==> config.mk <==
export PLATFORM = sky130hd
export DESIGN_NAME = instr_fetch_queue
export DESIGN_NICKNAME = d
export VERILOG_FILES = /design/src/rtl/fetch_pkg.sv /design/src/rtl/fetch_byte_ring.sv /design/src/rtl/instr_fetch_queue.sv
export SDC_FILE = /design/constraint.sdc
export NUM_CORES = 1
export LEC_CHECK = 0
export BUFFER_PORTS_ARGS = -buffer_cell sky130_fd_sc_hd__buf_2
export CAP_MARGIN = 25
export CORE_MARGIN = 4
export CORE_UTILIZATION = 23
export DETAILED_ROUTE_END_ITERATION = 10
export HOLD_SLACK_MARGIN = 0.03
export PLACE_DENSITY = 0.41
export SYNTH_ARGS = -nofsm -noshare
export SYNTH_HDL_FRONTEND = slang
export SYNTH_SLANG_ARGS = --single-unit
==> constraint.sdc <==
create_clock -name i_clk -period 6.3 [get_ports i_clk]
set_input_delay 0.63 -clock i_clk [delete_from_list [all_inputs] [get_ports i_clk]]
set_output_delay 0.63 -clock i_clk [all_outputs]
set_load 0.1 [all_outputs]
==> src/rtl/fetch_pkg.sv <==
`default_nettype none
// ============================================================================
// Module      : fetch_pkg
// Description : Shared types, constants and helpers for the instruction
//               fetch queue (byte/size types, legal-advance-size check).
// Revision    : 1.0 - initial release
// ============================================================================
package fetch_pkg;

    localparam int MAX_INSTR_BYTES = 4;
    localparam int WORD_BYTES      = 4;

    typedef logic [7:0] byte_t;
    typedef logic [2:0] size_t;

    // The decoder may retire between 1 and MAX_INSTR_BYTES bytes per cycle.
    function automatic logic is_legal_size(input size_t size);
        return (size >= size_t'(1)) && (size <= size_t'(MAX_INSTR_BYTES));
    endfunction

endpackage
`default_nettype wire

==> src/rtl/fetch_byte_ring.sv <==
`default_nettype none
// ============================================================================
// Module      : fetch_byte_ring
// Description : Circular byte buffer with a 4-byte masked write at the tail
//               and a combinational 4-byte read window at the head.
// Ports       : i_clk      - clock
//               i_reset    - synchronous active-low reset (pointers only)
//               i_clear    - return both pointers to zero (redirect)
//               i_wr_en    - write bytes i_wr_drop..3 of i_wr_data at tail
//               i_wr_data  - little-endian word, byte0 in [7:0]
//               i_wr_drop  - number of leading bytes of the word to skip
//               i_rd_adv   - retire i_rd_size bytes from the head
//               i_rd_size  - bytes to retire (1..4, checked by caller)
//               o_window   - bytes head..head+3, head byte in [7:0]
// Revision    : 1.0 - initial release
// ============================================================================
module fetch_byte_ring
    import fetch_pkg::*;
#(
    parameter int DEPTH_BYTES = 16
) (
    input  logic        i_clk,
    input  logic        i_reset,
    input  logic        i_clear,
    input  logic        i_wr_en,
    input  logic [31:0] i_wr_data,
    input  logic [1:0]  i_wr_drop,
    input  logic        i_rd_adv,
    input  size_t       i_rd_size,
    output logic [31:0] o_window
);

    localparam int PTR_W = $clog2(DEPTH_BYTES);

    byte_t            buf_q [DEPTH_BYTES];
    byte_t            buf_d [DEPTH_BYTES];
    logic [PTR_W-1:0] head_q, head_d;
    logic [PTR_W-1:0] tail_q, tail_d;

    // Byte j of the incoming word lands at tail + (j - drop); bytes below
    // drop belong to addresses before the redirect target and are skipped.
    always_comb begin
        buf_d = buf_q;
        for (int j = 0; j < WORD_BYTES; j++) begin
            if (i_wr_en && (j >= int'(i_wr_drop))) begin
                buf_d[tail_q + PTR_W'(j) - PTR_W'(i_wr_drop)] = i_wr_data[8*j +: 8];
            end
        end
    end

    always_comb begin
        head_d = head_q;
        tail_d = tail_q;
        if (i_clear) begin
            head_d = '0;
            tail_d = '0;
        end else begin
            if (i_rd_adv) begin
                head_d = head_q + PTR_W'(i_rd_size);
            end
            if (i_wr_en) begin
                tail_d = tail_q + PTR_W'(3'd4 - {1'b0, i_wr_drop});
            end
        end
    end

    // Storage contents need no reset: nothing is visible until count says so.
    always_ff @(posedge i_clk) begin
        buf_q <= buf_d;
    end

    always_ff @(posedge i_clk) begin
        if (!i_reset) begin
            head_q <= '0;
            tail_q <= '0;
        end else begin
            head_q <= head_d;
            tail_q <= tail_d;
        end
    end

    generate
        for (genvar k = 0; k < WORD_BYTES; k++) begin : g_window
            assign o_window[8*k +: 8] = buf_q[head_q + PTR_W'(k)];
        end
    endgenerate

endmodule
`default_nettype wire

==> src/rtl/instr_fetch_queue.sv <==
`default_nettype none
// ============================================================================
// Module      : instr_fetch_queue
// Description : Byte queue between instruction memory and the x86 decoder.
//               Buffers fetched 32-bit words as bytes, presents a 4-byte
//               window at the current PC, retires 1-4 bytes per cycle and
//               supports redirect to an arbitrary byte address.
// Ports       : i_clk/i_reset          - clock, synchronous active-low reset
//               i_mem_data/i_mem_valid - fetched word for o_fetch_addr
//               o_mem_ready            - one word can be accepted this cycle
//               o_fetch_addr           - word address of next fetch
//               i_flush/i_flush_pc     - redirect request and target
//               o_window/o_window_valid/o_pc - decode window at PC
//               i_advance/i_advance_size     - decoder retires bytes
//               o_size_err             - pulse on illegal advance size
//               o_count                - bytes buffered
// Revision    : 1.0 - initial release
// ============================================================================
module instr_fetch_queue
    import fetch_pkg::*;
#(
    parameter int          DEPTH_BYTES = 16,
    parameter int          ADDR_W      = 32,
    parameter logic [31:0] RESET_PC    = 32'h0
) (
    input  logic                         i_clk,
    input  logic                         i_reset,
    input  logic [31:0]                  i_mem_data,
    input  logic                         i_mem_valid,
    output logic                         o_mem_ready,
    output logic [ADDR_W-1:0]            o_fetch_addr,
    input  logic                         i_flush,
    input  logic [ADDR_W-1:0]            i_flush_pc,
    output logic [31:0]                  o_window,
    output logic                         o_window_valid,
    output logic [ADDR_W-1:0]            o_pc,
    input  logic                         i_advance,
    input  logic [2:0]                   i_advance_size,
    output logic                         o_size_err,
    output logic [$clog2(DEPTH_BYTES):0] o_count
);

    localparam int CNT_W = $clog2(DEPTH_BYTES) + 1;
    localparam logic [ADDR_W-1:0] RESET_PC_A = RESET_PC[ADDR_W-1:0];

    logic [CNT_W-1:0]  count_q, count_d;
    logic [ADDR_W-1:0] pc_q, pc_d;
    logic [ADDR_W-1:0] fetch_addr_q, fetch_addr_d;
    logic [1:0]        drop_q, drop_d;
    logic              size_err_q, size_err_d;

    logic              mem_ready;
    logic              window_valid;
    logic              accept;
    logic              size_ok;
    logic              adv_legal;
    logic [CNT_W-1:0]  accept_bytes;

    // Ready depends only on registered occupancy, never on a same-cycle
    // advance, so the fill path has no combinational loop through the decoder.
    assign mem_ready    = ((CNT_W'(DEPTH_BYTES) - count_q) >= CNT_W'(4)) && !i_flush;
    assign window_valid = (count_q >= CNT_W'(4));
    assign accept       = i_mem_valid && mem_ready;
    assign size_ok      = is_legal_size(i_advance_size);
    assign adv_legal    = i_advance && window_valid && size_ok && !i_flush;
    assign accept_bytes = CNT_W'(3'd4 - {1'b0, drop_q});

    always_comb begin
        count_d      = count_q;
        pc_d         = pc_q;
        fetch_addr_d = fetch_addr_q;
        drop_d       = drop_q;
        // An illegal size is reported even in a redirect cycle.
        size_err_d   = i_advance && window_valid && !size_ok;
        if (i_flush) begin
            count_d      = '0;
            pc_d         = i_flush_pc;
            fetch_addr_d = {i_flush_pc[ADDR_W-1:2], 2'b00};
            drop_d       = i_flush_pc[1:0];
        end else begin
            if (accept) begin
                fetch_addr_d = fetch_addr_q + ADDR_W'(4);
                drop_d       = 2'd0;
            end
            if (adv_legal) begin
                pc_d = pc_q + ADDR_W'(i_advance_size);
            end
            count_d = count_q + (accept ? accept_bytes : '0)
                              - (adv_legal ? CNT_W'(i_advance_size) : '0);
        end
    end

    always_ff @(posedge i_clk) begin
        if (!i_reset) begin
            count_q      <= '0;
            pc_q         <= RESET_PC_A;
            fetch_addr_q <= {RESET_PC_A[ADDR_W-1:2], 2'b00};
            drop_q       <= RESET_PC_A[1:0];
            size_err_q   <= 1'b0;
        end else begin
            count_q      <= count_d;
            pc_q         <= pc_d;
            fetch_addr_q <= fetch_addr_d;
            drop_q       <= drop_d;
            size_err_q   <= size_err_d;
        end
    end

    fetch_byte_ring #(
        .DEPTH_BYTES (DEPTH_BYTES)
    ) u_ring (
        .i_clk     (i_clk),
        .i_reset   (i_reset),
        .i_clear   (i_flush),
        .i_wr_en   (accept),
        .i_wr_data (i_mem_data),
        .i_wr_drop (drop_q),
        .i_rd_adv  (adv_legal),
        .i_rd_size (i_advance_size),
        .o_window  (o_window)
    );

    assign o_mem_ready    = mem_ready;
    assign o_fetch_addr   = fetch_addr_q;
    assign o_window_valid = window_valid;
    assign o_pc           = pc_q;
    assign o_size_err     = size_err_q;
    assign o_count        = count_q;

endmodule
`default_nettype wire

# Word level (Yosys, flattened, before mapping)
# Cells that the tools add are included.
# Widths: inputs -> output; s select.
# word_totals
word_cells,126
out_inout_bits,104
register_bits,208
# op_classes
reduce_logical,19
mux,36
n_lt_le_gt_ge,19
bitwise_logic,9
add_sub_neg,19
# ops
op,n
$bwmux 128,4
$mux 128,4
$bmux 8 s4,4
$demux 8 s4,4
$mux 32,4
$mux 8,12
$ge 5x5->1 const B,8
$not 4->5,8
$add 32x3->32,1
$add 32x3->32 const B,1
$lt 5x1->1 const B,4
$add 4x2->4 const B,4
$sub 4x2->4,4
$logic_and 1x1->1,14
$ge 5x3->1 const B,2
$add 4x1->4 const B,2
$sub 3x2->4 const A,2
$add 5x5->5,1
$mux 5,1
$sub 5x3->5,1
$sub 5x5->5 const A,1
$add 4x3->4,1
$add 4x4->4,1
$ge 1x2->1 const A,2
other kinds (9),12

# Logic depth before layout (Yosys ltp)
# logic_depth
word_depth,14
depth_mapped,17

# Cells and area by module
# A second synthesis with hierarchy kept.
# unflattened
cells_unflattened,1970
area_unflattened_um2,17870.9
# by_module_without_submodules
module,seq_area_each_um2,area_per_inst_um2,cells_each,instances
fetch_byte_ring,2722.6,13720.7,1456,1
instr_fetch_queue,1401.3,4150.2,514,1

# Worst setup path after synthesis
# Ideal clock, no wire load.
# synth_timing
path_type,register -> output
start,reg u_ring.head_q[0]
end,out o_window[24]
n_path_buf,7
path_stages_with_launch,12
arrival_time_ns,4.301
required_time_ns,5.670
setup_slack_ns,1.369
cell_sequence,dfxtp_1 clkbuf_1 clkbuf_1 clkbuf_1 clkbuf_1 inv_1 ha_1 clkbuf_1 clkbuf_1 clkbuf_1 mux4_2 mux4_2
# synth_via
elab_chain_len,5
# synth_lines
element,line_no,text
from (decl),fetch_byte_ring.sv:37,"logic [PTR_W-1:0] head_q, head_d;"
from (signal assigned),fetch_byte_ring.sv:74,head_q <= '0;
from (signal assigned),fetch_byte_ring.sv:77,head_q <= head_d;
$add 4x2->4,fetch_byte_ring.sv:84,assign o_window[8*k +: 8] = buf_q[head_q + PTR_W'(k)];
$not 4->5 (not written as such),fetch_byte_ring.sv:84,
$bmux 8 s4,fetch_byte_ring.sv:84,
$mux 8 (not written as such) (2 in a row),fetch_byte_ring.sv:84,
to (decl),instr_fetch_queue.sv:34,"output logic [31:0] o_window,"
# No other way between the ends. The select of a mux whose other input is x is not followed.

# Final worst setup path
# layout_timing
start,reg u_ring.head_q[1]
end,out o_window[26]
# Same word-level chain as after synthesis.

==> impl_metrics.toml <==
[place]
hpwlAfterDp_um = 64480
gp_congestion = 0.9646
placed_cell_area_mm2 = 0.01857
port_buffers = 173

[clocking]
h-tree-depth = 1
cts_hold_buf = 0
post_cts_resized = 0
clock-sinks = 206
numCtsBuffers = 26
cts_setup_buffers = 0
cts.clk_slew.worst_paths_ps = 60
clock_latency_ps = 580
clock_path_buffers = 3
clock-root-buffer = "clkbuf_16"
cts_tree = "built"

[timing]
tns_ps = 0
slew_viol_final = 0
rsz0062_at_grt = "no"
tightest_slew_ps = 1295
timing.fmax_mhz = 225.7
relSlewSlack_pct = 13.69
setup_viol = 0
fin_crit_ps = 4430
skew_ps = 33.39
final_hold_viol_count = 0
min_period_over_period_pct = 70.32

[yosys]
synth_top_cell_by_area = "dfxtp_1"
synth_top_area_share_pct = 24.77
synthFlopType = "dfxtp_1"
ys_seq_area_share_pct = 24.77
synth_top_cells_by_count = "o22ai_1, nand2_1, dfxtp_1, mux4_2, clkbuf_1"
synthCells = 1848
yosysWarnings = 0
yosysUniqueCellTypes = 71
syn_area_mm2 = 0.01665
ys_async_sr_fraction_pct = 0
ys_seq_elements = 206
yosysMostFrequentCell = "o22ai_1"
syn_avg_cell_area_um2 = 9.010
synth_edf_count = 0
synth_area_leaders = "dfxtp_1, mux4_2, o22ai_1, a221oi_1, nand2_1"

[floorplan]
start_util_pct = 23.25
die-height_um = 277.1
die_w_um = 277.1
die-area_mm2 = 0.07677
io_pins = 176
design.core.area_mm2 = 0.07161
rows = 98

[drt]
drt_wl_total_um = 91670
post-route-drc-count = 0
drt-initial-drc-count = 2382
ant_nets = 0
wl_per_cell_um = 31.62
avgViaCountPerCell = 6.316
firstDrtPassIters = 6
route.vias.total = 18310

[grt]
grt_pass1_wl_um = 130600
grt_max_degree = 111
antenna_found_initial = 6
gr-total-overflow = 0
grt_pass1_vias = 17390
grtUsageTotal_pct = 22.71

[outcome]
status = "finished, final reports clean"

[critical_path]
end_kind = "primary output"
timing.rr.end = "u_ring.buf_q[83]$_DFF_P_"
critPathRequiredTime_ps = 5670
worstPathArrival_ps = 3800
critPathSlowestCell = "xnor2_2"
cp.depth = 7
crit_end = "o_window[26]"
crit_path_start_kind = "flip-flop"
cpMostUsedCell = "buf_4"
r2r_slack_ps = 2110
cpPeakStageDelay_ps = 790
crit_path_cell_trace = "buf_4 > buf_4 > ha_1 > a21oi_1 > xnor2_2 > mux4_2 > buf_2"
cp_max_fo = 42
rr_startpoint = "drop_q[1]$_SDFFE_PN0P_"
startpoint = "u_ring.head_q[1]$_SDFFE_PP0N_"
rr_worst_depth = 12
path_delay_family = "buffers and inverters"
crit_type = "flip-flop to primary output"
critPathBufInv = 3

[pwr]
vdd_drop_max_mv = 0.5397
power_leakage_uw = 0.006259
total_power_uw = 8315
p_per_area_mw_per_mm2 = 425.5

[final_layout]
fin_area_mm2 = 0.01954
drive_gt1_share_pct = 24.28
syn_to_final_growth_pct = 17.37
num-nets-final = 2035
utilization_pct = 27.29

[hold_path]
hold_path_class = "input port to flip-flop"

[job]
drv_cap = 0
[worst min-delay path by stage]
stage                             startpoint                             to  depth (start not counted)
2_1_floorplan  u_ring.tail_q[0]$_SDFFE_PP0N_  u_ring.tail_q[0]$_SDFFE_PP0N_                          2
3_3_place_gp   u_ring.tail_q[1]$_SDFFE_PP0N_  u_ring.tail_q[1]$_SDFFE_PP0N_                          2
3_5_place_dp   u_ring.tail_q[1]$_SDFFE_PP0N_  u_ring.tail_q[1]$_SDFFE_PP0N_                          2
4_1_cts                            i_advance          o_size_err$_SDFF_PN0_                          3
5_1_grt                            i_advance          o_size_err$_SDFF_PN0_                          3
6_report                           i_advance          o_size_err$_SDFF_PN0_                          3
[flip-flops by register name, summed over array words and instances, names as in the netlist]
register and count:
u_ring.head_q 4, o_fetch_addr 30, o_count 5, u_ring.buf_q 128
o_size_err 1, o_pc 32, u_ring.tail_q 4, drop_q 2
[cells in the final DEF (no fill, tap or decap), types with 7 or more instances in the layout]
| cell type | Yosys | routed |
|---|---|---|
| o22ai_1 | 224 | 224 |
| nand2_1 | 216 | 213 |
| dfxtp_1 | 206 | 204 |
| buf_2 | 10 | 173 |
| mux4_2 | 160 | 160 |
| o21ai_0 | 136 | 136 |
| a221oi_1 | 96 | 96 |
| nand3_1 | 55 | 53 |
| a21oi_1 | 51 | 51 |
| nand2b_1 | 44 | 42 |
| buf_4 | 3 | 41 |
| inv_1 | 36 | 36 |
| nor3_1 | 50 | 35 |
| nor2_1 | 34 | 33 |
| a32o_1 | 33 | 33 |
| a221o_1 | 32 | 32 |
| and2_1 | 26 | 29 |
| ha_1 | 29 | 28 |
| clkbuf_16 | 0 | 27 |
| xnor2_1 | 27 | 26 |
| nand4_1 | 16 | 16 |
| nor3_2 | 0 | 15 |
| nor4_1 | 15 | 15 |
| xor2_1 | 13 | 13 |
| and3_1 | 12 | 12 |
| a31oi_1 | 12 | 12 |
| or3_1 | 13 | 11 |
| a22oi_1 | 12 | 11 |
| a211oi_1 | 11 | 11 |
| and4_1 | 10 | 10 |
| fa_1 | 10 | 10 |
| nor2b_1 | 8 | 7 |
| or4_1 | 7 | 7 |
| clkbuf_8 | 0 | 7 |
| clkbuf_1 | 152 | 7 |
| buf_6 | 0 | 7 |
[per-layer routing]
layer / global-route usage, % / up-vias / part of all wire (%)
met5: 0 / - / 0.037
met4: 8.413 / 4 / 4.8
met3: 7.140 / 236 / 12
met2: 35.35 / 1344 / 44
met1: 29.61 / 9105 / 39
li1: - / 7621 / -
[cell type report]
class                   instances  area [µm²]
fillers                      7697       52070
multi-input cells            1424       11810
flip-flops and latches        206        4129
repair buffers                227        1390
well taps                     950        1189
clock buffers                  41       798.3
inverters                      39       147.6
clock inverters                 7       63.81
diodes                          5       12.51
[cell families after synthesis]
family	share of synthesized area [%]
AOI/OAI and AO/OA	26.51
xor gates and xnor gates	2.375
adders and majority gates	3.381
buffers and inverters	5.162
DFF	24.77
muxes	21.96
other	0.02252
and+or+nand+nor	15.83
[worst register-to-register path, stage by stage (launching register included)]
cell and delay (ps):
dfxtp_1 460, inv_1 130, ha_1 370, inv_1 100, ha_1 140, inv_1 50, fa_1 360, xnor3_1 360
nand3_2 590, buf_4 490, o32ai_1 150, nand2_1 460, a32o_1 400
[where the power goes]
group          internal, µW  switching (µW)  total [µW]
Sequential             1750             931        2690
Clock                   907             657        1560
Combinational          1520            2550        4070
Total                  4180            4130        8320
[metrics by stage]
| stage | setup slack [ps] | instances | hold slack, ps |
|---|---|---|---|
| detailed placement | 2142 | 2841 | 514.2 |
| global placement | 2210 | 2834 | 508.3 |
| global route | 1729 | 2895 | 325.5 |
| CTS | 1545 | 2889 | 310.1 |
| floorplan | 1369 | 1849 | 487.4 |
| finish | 1870 | 2899 | 335.5 |
No activity file was read; power rests on OpenSTA's default activity.
